<file path="config.mk">
export PLATFORM = sky130hd
export DESIGN_NAME = update_sequencer
export DESIGN_NICKNAME = d
export VERILOG_FILES = /design/src/rtl/vga_pkg.sv /design/src/rtl/update_sequencer_timer.sv /design/src/rtl/update_sequencer.sv
export SDC_FILE = /design/constraint.sdc
export NUM_CORES = 1
export LEC_CHECK = 0
export CELL_PAD_IN_SITES_DETAIL_PLACEMENT = 1
export CELL_PAD_IN_SITES_GLOBAL_PLACEMENT = 1
export CORE_ASPECT_RATIO = 0.9
export CORE_UTILIZATION = 41
export CTS_CLUSTER_DIAMETER = 80
export DETAILED_ROUTE_END_ITERATION = 10
export GPL_TIMING_DRIVEN = 1
export PLACE_DENSITY = 0.89
export SYNTH_ARGS = -nofsm -noshare
export SYNTH_HDL_FRONTEND = slang
export SYNTH_SLANG_ARGS = --single-unit
</file>
<file path="constraint.sdc">
create_clock -name clck -period 2.8 [get_ports clck]
set_clock_uncertainty 0.05 [all_clocks]
set_input_delay 0.56 -clock clck [delete_from_list [all_inputs] [get_ports clck]]
set_output_delay 0.56 -clock clck [all_outputs]
set_load 0.05 [all_outputs]
</file>
<file path="src/rtl/vga_pkg.sv">
// Shared definitions for the VGA game slice: sequencer state encoding,
// display timing constants used by the hsync/vsync controllers, and the
// fixed client slots of the per-frame update scheduler.
package vga_pkg;

  typedef enum logic [1:0] {
    IDLE   = 2'd0,
    SELECT = 2'd1,
    ISSUE  = 2'd2,
    WAIT   = 2'd3
  } seq_state_t;

  // 640x480 @ 60 Hz horizontal timing, in pixel clocks
  localparam int H_ACTIVE = 640;
  localparam int H_FRONT  = 16;
  localparam int H_SYNC   = 96;
  localparam int H_BACK   = 48;
  localparam int H_TOTAL  = H_ACTIVE + H_FRONT + H_SYNC + H_BACK;

  // 640x480 @ 60 Hz vertical timing, in lines
  localparam int V_ACTIVE = 480;
  localparam int V_FRONT  = 10;
  localparam int V_SYNC   = 2;
  localparam int V_BACK   = 33;
  localparam int V_TOTAL  = V_ACTIVE + V_FRONT + V_SYNC + V_BACK;

  // Client slots; lower index is updated first within a frame
  localparam int CL_PADDLE = 0;
  localparam int CL_BALL   = 1;
  localparam int CL_SCORE  = 2;

endpackage

</file>
<file path="src/rtl/update_sequencer_timer.sv">
// Per-client watchdog for the update sequencer. Cleared when a client is
// started, counts while the sequencer waits, and saturates at its last
// count so the expired indication stays stable until the next clear.
module seq_timeout_timer #(
  parameter int TIMEOUT_CYCLES = 1024
) (
  input  logic clck,
  input  logic reset,
  input  logic i_clr,
  input  logic i_en,
  output logic o_expired
);

  localparam int TMR_W = (TIMEOUT_CYCLES > 2) ? $clog2(TIMEOUT_CYCLES) : 1;
  localparam logic [TMR_W-1:0] LAST = TMR_W'(TIMEOUT_CYCLES - 1);

  logic [TMR_W-1:0] r_count;

  assign o_expired = (r_count == LAST);

  // Wait-cycle counter: clear on start, count while waiting, hold at last
  always_ff @(posedge clck or posedge reset) begin
    if (reset) begin
      r_count <= '0;
    end else if (i_clr) begin
      r_count <= '0;
    end else if (i_en && !o_expired) begin
      r_count <= r_count + 1'b1;
    end
  end

endmodule

</file>
<file path="src/rtl/update_sequencer.sv">
// Per-frame scheduler for game-object updaters. Each falling edge of
// active_line (entry into blanking) walks the enabled clients in index
// order, pulses start for one cycle and waits for done or a timeout.
// Active video resuming before the walk finishes aborts it and latches
// a sticky overrun flag.
module update_sequencer
  import vga_pkg::*;
#(
  parameter int NUM_CLIENTS    = 4,
  parameter int TIMEOUT_CYCLES = 1024,
  parameter int FRAME_CNT_W    = 16
) (
  input  logic                   clck,
  input  logic                   reset,
  input  logic                   active_line,
  input  logic [NUM_CLIENTS-1:0] client_en,
  input  logic [NUM_CLIENTS-1:0] done,
  input  logic                   clear_flags,
  output logic [NUM_CLIENTS-1:0] start,
  output logic                   busy,
  output logic                   timeout_flag,
  output logic [2:0]             timeout_client,
  output logic                   overrun,
  output logic [FRAME_CNT_W-1:0] frame_count
);

  // index must be able to hold NUM_CLIENTS itself (end-of-schedule marker)
  localparam int IDX_W = $clog2(NUM_CLIENTS + 1);
  localparam logic [IDX_W-1:0] IDX_END = IDX_W'(NUM_CLIENTS);

  seq_state_t             r_state;
  logic [IDX_W-1:0]       r_index;
  logic                   r_prev_active;
  logic [NUM_CLIENTS-1:0] r_start;
  logic                   r_busy;
  logic                   r_timeout_flag;
  logic [2:0]             r_timeout_client;
  logic                   r_overrun;
  logic [FRAME_CNT_W-1:0] r_frame_count;

  logic                   w_trigger;
  logic                   w_rise;
  logic                   w_en_cur;
  logic                   w_done_cur;
  logic [NUM_CLIENTS-1:0] w_onehot;
  logic                   w_timer_clr;
  logic                   w_timer_en;
  logic                   w_timer_expired;

  assign w_trigger   = r_prev_active & ~active_line;
  assign w_rise      = ~r_prev_active & active_line;
  assign w_timer_clr = (r_state == ISSUE);
  assign w_timer_en  = (r_state == WAIT);

  assign start          = r_start;
  assign busy           = r_busy;
  assign timeout_flag   = r_timeout_flag;
  assign timeout_client = r_timeout_client;
  assign overrun        = r_overrun;
  assign frame_count    = r_frame_count;

  // Decode the current client: its enable, its done and its start vector.
  // An index equal to NUM_CLIENTS selects nothing.
  always_comb begin
    w_en_cur   = 1'b0;
    w_done_cur = 1'b0;
    w_onehot   = '0;
    for (int i = 0; i < NUM_CLIENTS; i++) begin
      if (r_index == IDX_W'(i)) begin
        w_en_cur    = client_en[i];
        w_done_cur  = done[i];
        w_onehot[i] = 1'b1;
      end
    end
  end

  seq_timeout_timer #(
    .TIMEOUT_CYCLES(TIMEOUT_CYCLES)
  ) u_timer (
    .clck     (clck),
    .reset    (reset),
    .i_clr    (w_timer_clr),
    .i_en     (w_timer_en),
    .o_expired(w_timer_expired)
  );

  // Scheduler FSM with registered start/busy/flags/frame counter
  always_ff @(posedge clck or posedge reset) begin
    if (reset) begin
      r_state          <= IDLE;
      r_index          <= '0;
      r_prev_active    <= 1'b0;
      r_start          <= '0;
      r_busy           <= 1'b0;
      r_timeout_flag   <= 1'b0;
      r_timeout_client <= 3'd0;
      r_overrun        <= 1'b0;
      r_frame_count    <= '0;
    end else begin
      r_prev_active <= active_line;
      r_start       <= '0;

      // clear first so a set in the same cycle wins
      if (clear_flags) begin
        r_timeout_flag <= 1'b0;
        r_overrun      <= 1'b0;
      end

      if (w_rise && (r_state != IDLE)) begin
        // active video came back: abandon the schedule, done/timeout ignored
        r_overrun <= 1'b1;
        r_state   <= IDLE;
        r_index   <= '0;
        r_busy    <= 1'b0;
      end else begin
        case (r_state)
          IDLE: begin
            if (w_trigger) begin
              r_state <= SELECT;
              r_index <= '0;
              r_busy  <= 1'b1;
            end
          end
          SELECT: begin
            if (r_index == IDX_END) begin
              r_state       <= IDLE;
              r_busy        <= 1'b0;
              r_frame_count <= r_frame_count + 1'b1;
            end else if (w_en_cur) begin
              r_state <= ISSUE;
              r_start <= w_onehot;
            end else begin
              r_index <= r_index + 1'b1;
            end
          end
          ISSUE: begin
            r_state <= WAIT;
          end
          WAIT: begin
            if (w_done_cur) begin
              r_index <= r_index + 1'b1;
              r_state <= SELECT;
            end else if (w_timer_expired) begin
              r_timeout_flag   <= 1'b1;
              r_timeout_client <= 3'(r_index);
              r_index          <= r_index + 1'b1;
              r_state          <= SELECT;
            end
          end
          default: begin
            r_state <= IDLE;
            r_busy  <= 1'b0;
          end
        endcase
      end
    end
  end

endmodule

</file>
==> impl_metrics.ini, run 1 <==
[global_routing]
grt_usage_pct = 20.42
grt_max_degree = 43
grt.overflow.total = 0
grt_antenna_before_repair = 0
grt_pass1_vias = 1678
grt_pass1_wl_um = 8604

[placement]
gp_congestion = 0.8156
io_buffers = 37
place_ws_ps = 171.0
place_hpwl_um = 3577
place_area_mm2 = 0.002608

[die]
ios = 38
dieHeight_um = 70.77
die-area_mm2 = 0.005549
die_x_um = 78.41
row_count = 24
core_mm2 = 0.004955
start_util_pct = 43.48

[sta]
timing.final.hold_violations = 0
worst_slew_pin_slew_ps = 579.2
fin_crit_sh_pct = 85.73
maxSlewHeadroom_pct = 61.22
rsz0062_at_grt = false
fmax_ghz = 0.4166
maxSlewViolCount = 0
period_needed_ps = 2400
setup_ws_ps = 399.6
fin_tns_setup_ps = 0
finalSetupViolCount = 0

[route]
wire_per_inst_um = 16.42
vias = 1610
post-route-drc-count = 0
drt_iter0_drc = 79
wirelength_um = 4911
viasPerCell = 5.385
firstDrtPassIters = 4
ant_nets = 0

[power]
clkPwrFrac_pct = 19.1
internal_power_mw = 1.244
p_leak_nw = 1.200
pwr-share-seq_pct = 39.2
comb_power_share_pct = 41.7
switchingPower_mw = 0.8130
p_sw_share_pct = 39.52
ir_drop_v = 0.0005006
total_power_mw = 2.057
powerDensity_mw_per_mm2 = 763.7

[synth]
synth_ff_type = dfrtp_1
syn_area_mm2 = 0.002155
async_flop_share_pct = 100.0
synth_edf_count = 0
synth_cell_types = 41
synth-seq-cells = 42
syn_nets = 213
syn_area_per_cell_um2 = 11.34
yosysSeqAreaShare_pct = 48.78
ys_warn_count = 0
syn_inst = 190

[setup_path]
critPathKind = register to register
crit_path_start_kind = register
critPathCaptureType = register
critical_path_required_ps = 2930
critPathMaxFanout = 6
ff2ff_path_depth = 7
cp.arrival_ps = 2530

[final_layout]
fill_cells = 522
syn2layout_area_growth_pct = 25.03
antenna_cells = 0
utilization_pct = 54.37
nets = 256
drive_above_1_share_pct = 12.39
layout_common_cells = dfrtp_1, clkdlybuf4s50_1, nor2_1
layout_commonest_cell = dfrtp_1
final_area_mm2 = 0.002694

[hold_path]
hold_class = register to register
hold-path-cell-count = 1

[clocking]
htree_levels = 2
postCtsSetupBuffers = 0
path_clk_slew_ps = 80
cts_made_buffers = 5
root_buffer = clkbuf_8
cts_resized = 0
insertion_delay_ps = 290
cts_hold_buf = 0
clockBufferDepth = 2
cts_tree = yes
clkSinkCount = 42

[flow_run]
maxCapViolations = 0

[run_status]
outcome = finished, final reports clean
## metrics by stage
stage	cells	hold slack [ps]
CTS	299	430.1
global route	299	433.9
finish	299	421.1
floorplan	190	467.4
global placement	291	410.7
detailed placement	291	418.1
## synth_stat cells, drive strengths merged, types with 2 or more instances
master   count  share of area, %
a2111oi      2               1.4
a21o         2              0.70
a21oi        3              0.70
a31oi        3              0.87
and2         6               1.7
and3         4               1.2
and4         4               1.7
buf          2              0.46
dfrtp       42                49
ha          11               6.4
inv          8               1.4
mux2         8               4.5
mux2i        3               1.4
nand2       11               1.9
nand3       15               4.5
nand3b       2              0.70
nand4        3              0.87
nor2        14               2.4
nor2b        3              0.87
nor3         3              0.93
nor3b        2              0.93
nor4         2               1.3
o211ai       4               1.4
o21ai        3              0.70
xnor2       11               4.5
xor2        11               4.5
## power by group through the flow
| stage | Clock (mW) | Sequential, mW | Combinational, mW |
|---|---|---|---|
| after global routing | 0.429 | 0.822 | 0.944 |
| after global placement | 0 | 0.810 | 0.831 |
| final | 0.393 | 0.807 | 0.858 |
| after floorplan | 0 | 0.930 | 0.502 |
| after detailed placement | 0 | 0.817 | 0.857 |
| after CTS | 0.409 | 0.806 | 0.864 |
## cell type report
| type | instances | area, µm² | share of cell area (%) |
|---|---|---|---|
| flip-flops and latches | 42 | 1051 | 39.02 |
| multi-input cells | 137 | 1060 | 39.34 |
| clock buffers | 6 | 72.57 | 2.694 |
| well taps | 65 | 81.33 | 3.019 |
| repair buffers | 39 | 385.4 | 14.31 |
| inverters | 8 | 30.03 | 1.115 |
| clock inverters | 2 | 13.76 | 0.5109 |
## layer usage
layer | global-route usage, % | part of all wire (%)
met4 | 9.877 | 2.3
met5 | 0 | 0
met2 | 33.24 | 48
met1 | 26.43 | 47
met3 | 3.613 | 2.7
## worst max-delay path: stages (launching register included)
cell       delay (ps)
dfrtp_1           470
inv_1             100
ha_1              280
nor2b_1           160
a2111oi_2         430
nor3b_1           110
and4b_4           380
mux2_4            310
## flip-flops by register name, summed over array words and instances, names as in the netlist
| register | flops |
|---|---|
| busy | 1 |
| frame_count | 16 |
| overrun | 1 |
| r_index | 3 |
| r_prev_active | 1 |
| r_state | 2 |
| start | 4 |
| timeout_client | 3 |
| timeout_flag | 1 |
| u_timer.r_count | 10 |
## kinds of logic (layout without fill, tap and decap cells)
kind of cell | after synthesis | after routing | synth area share (%)
fa+ha+maj | 11 | 11 | 6.388
simple gates | 73 | 73 | 21.08
mux | 11 | 11 | 5.923
flops | 42 | 42 | 48.78
xor+xnor | 22 | 22 | 8.943
buf+inv | 11 | 55 | 2.032
compound gates | 20 | 20 | 6.852
## worst paths after layout
path / startpoint / end / slack [ps]
worst max-delay path: r_index[0]$_DFFE_PP0P_ / r_index[2]$_DFFE_PP0P_ / 400
worst min-delay path: frame_count[15]$_DFFE_PP0P_ / frame_count[15]$_DFFE_PP0P_ / 420
worst max register to register: r_index[0]$_DFFE_PP0P_ / r_index[2]$_DFFE_PP0P_ / 400
worst min register to register: frame_count[15]$_DFFE_PP0P_ / frame_count[15]$_DFFE_PP0P_ / 420
max in group asynchronous: reset / r_state[0]$_DFFE_PP0P_ / 1700
min in group asynchronous: reset / frame_count[13]$_DFFE_PP0P_ / 640
Power figures use the tool's default switching activity.
==> run 2, diff against run 1 <==
--- a/config.mk
+++ b/config.mk
@@ -13,6 +13,7 @@
 export DETAILED_ROUTE_END_ITERATION = 10
 export GPL_TIMING_DRIVEN = 1
 export PLACE_DENSITY = 0.89
+export SLEW_MARGIN = 15
 export SYNTH_ARGS = -nofsm -noshare
 export SYNTH_HDL_FRONTEND = slang
 export SYNTH_SLANG_ARGS = --single-unit
==> results of run 2 <==
Final layout, timing and power as in run 1 (identical DEF).
==> run 3, diff against run 2 <==
--- a/config.mk
+++ b/config.mk
@@ -5,12 +5,14 @@
 export SDC_FILE = /design/constraint.sdc
 export NUM_CORES = 1
 export LEC_CHECK = 0
+export CAP_MARGIN = 30
 export CELL_PAD_IN_SITES_DETAIL_PLACEMENT = 1
 export CELL_PAD_IN_SITES_GLOBAL_PLACEMENT = 1
 export CORE_ASPECT_RATIO = 0.9
 export CORE_UTILIZATION = 41
 export CTS_CLUSTER_DIAMETER = 80
 export DETAILED_ROUTE_END_ITERATION = 10
+export GPL_ROUTABILITY_DRIVEN = 0
 export GPL_TIMING_DRIVEN = 1
 export PLACE_DENSITY = 0.89
 export SLEW_MARGIN = 15
==> results of run 3 <==
Final layout, timing and power as in run 1 (identical DEF).
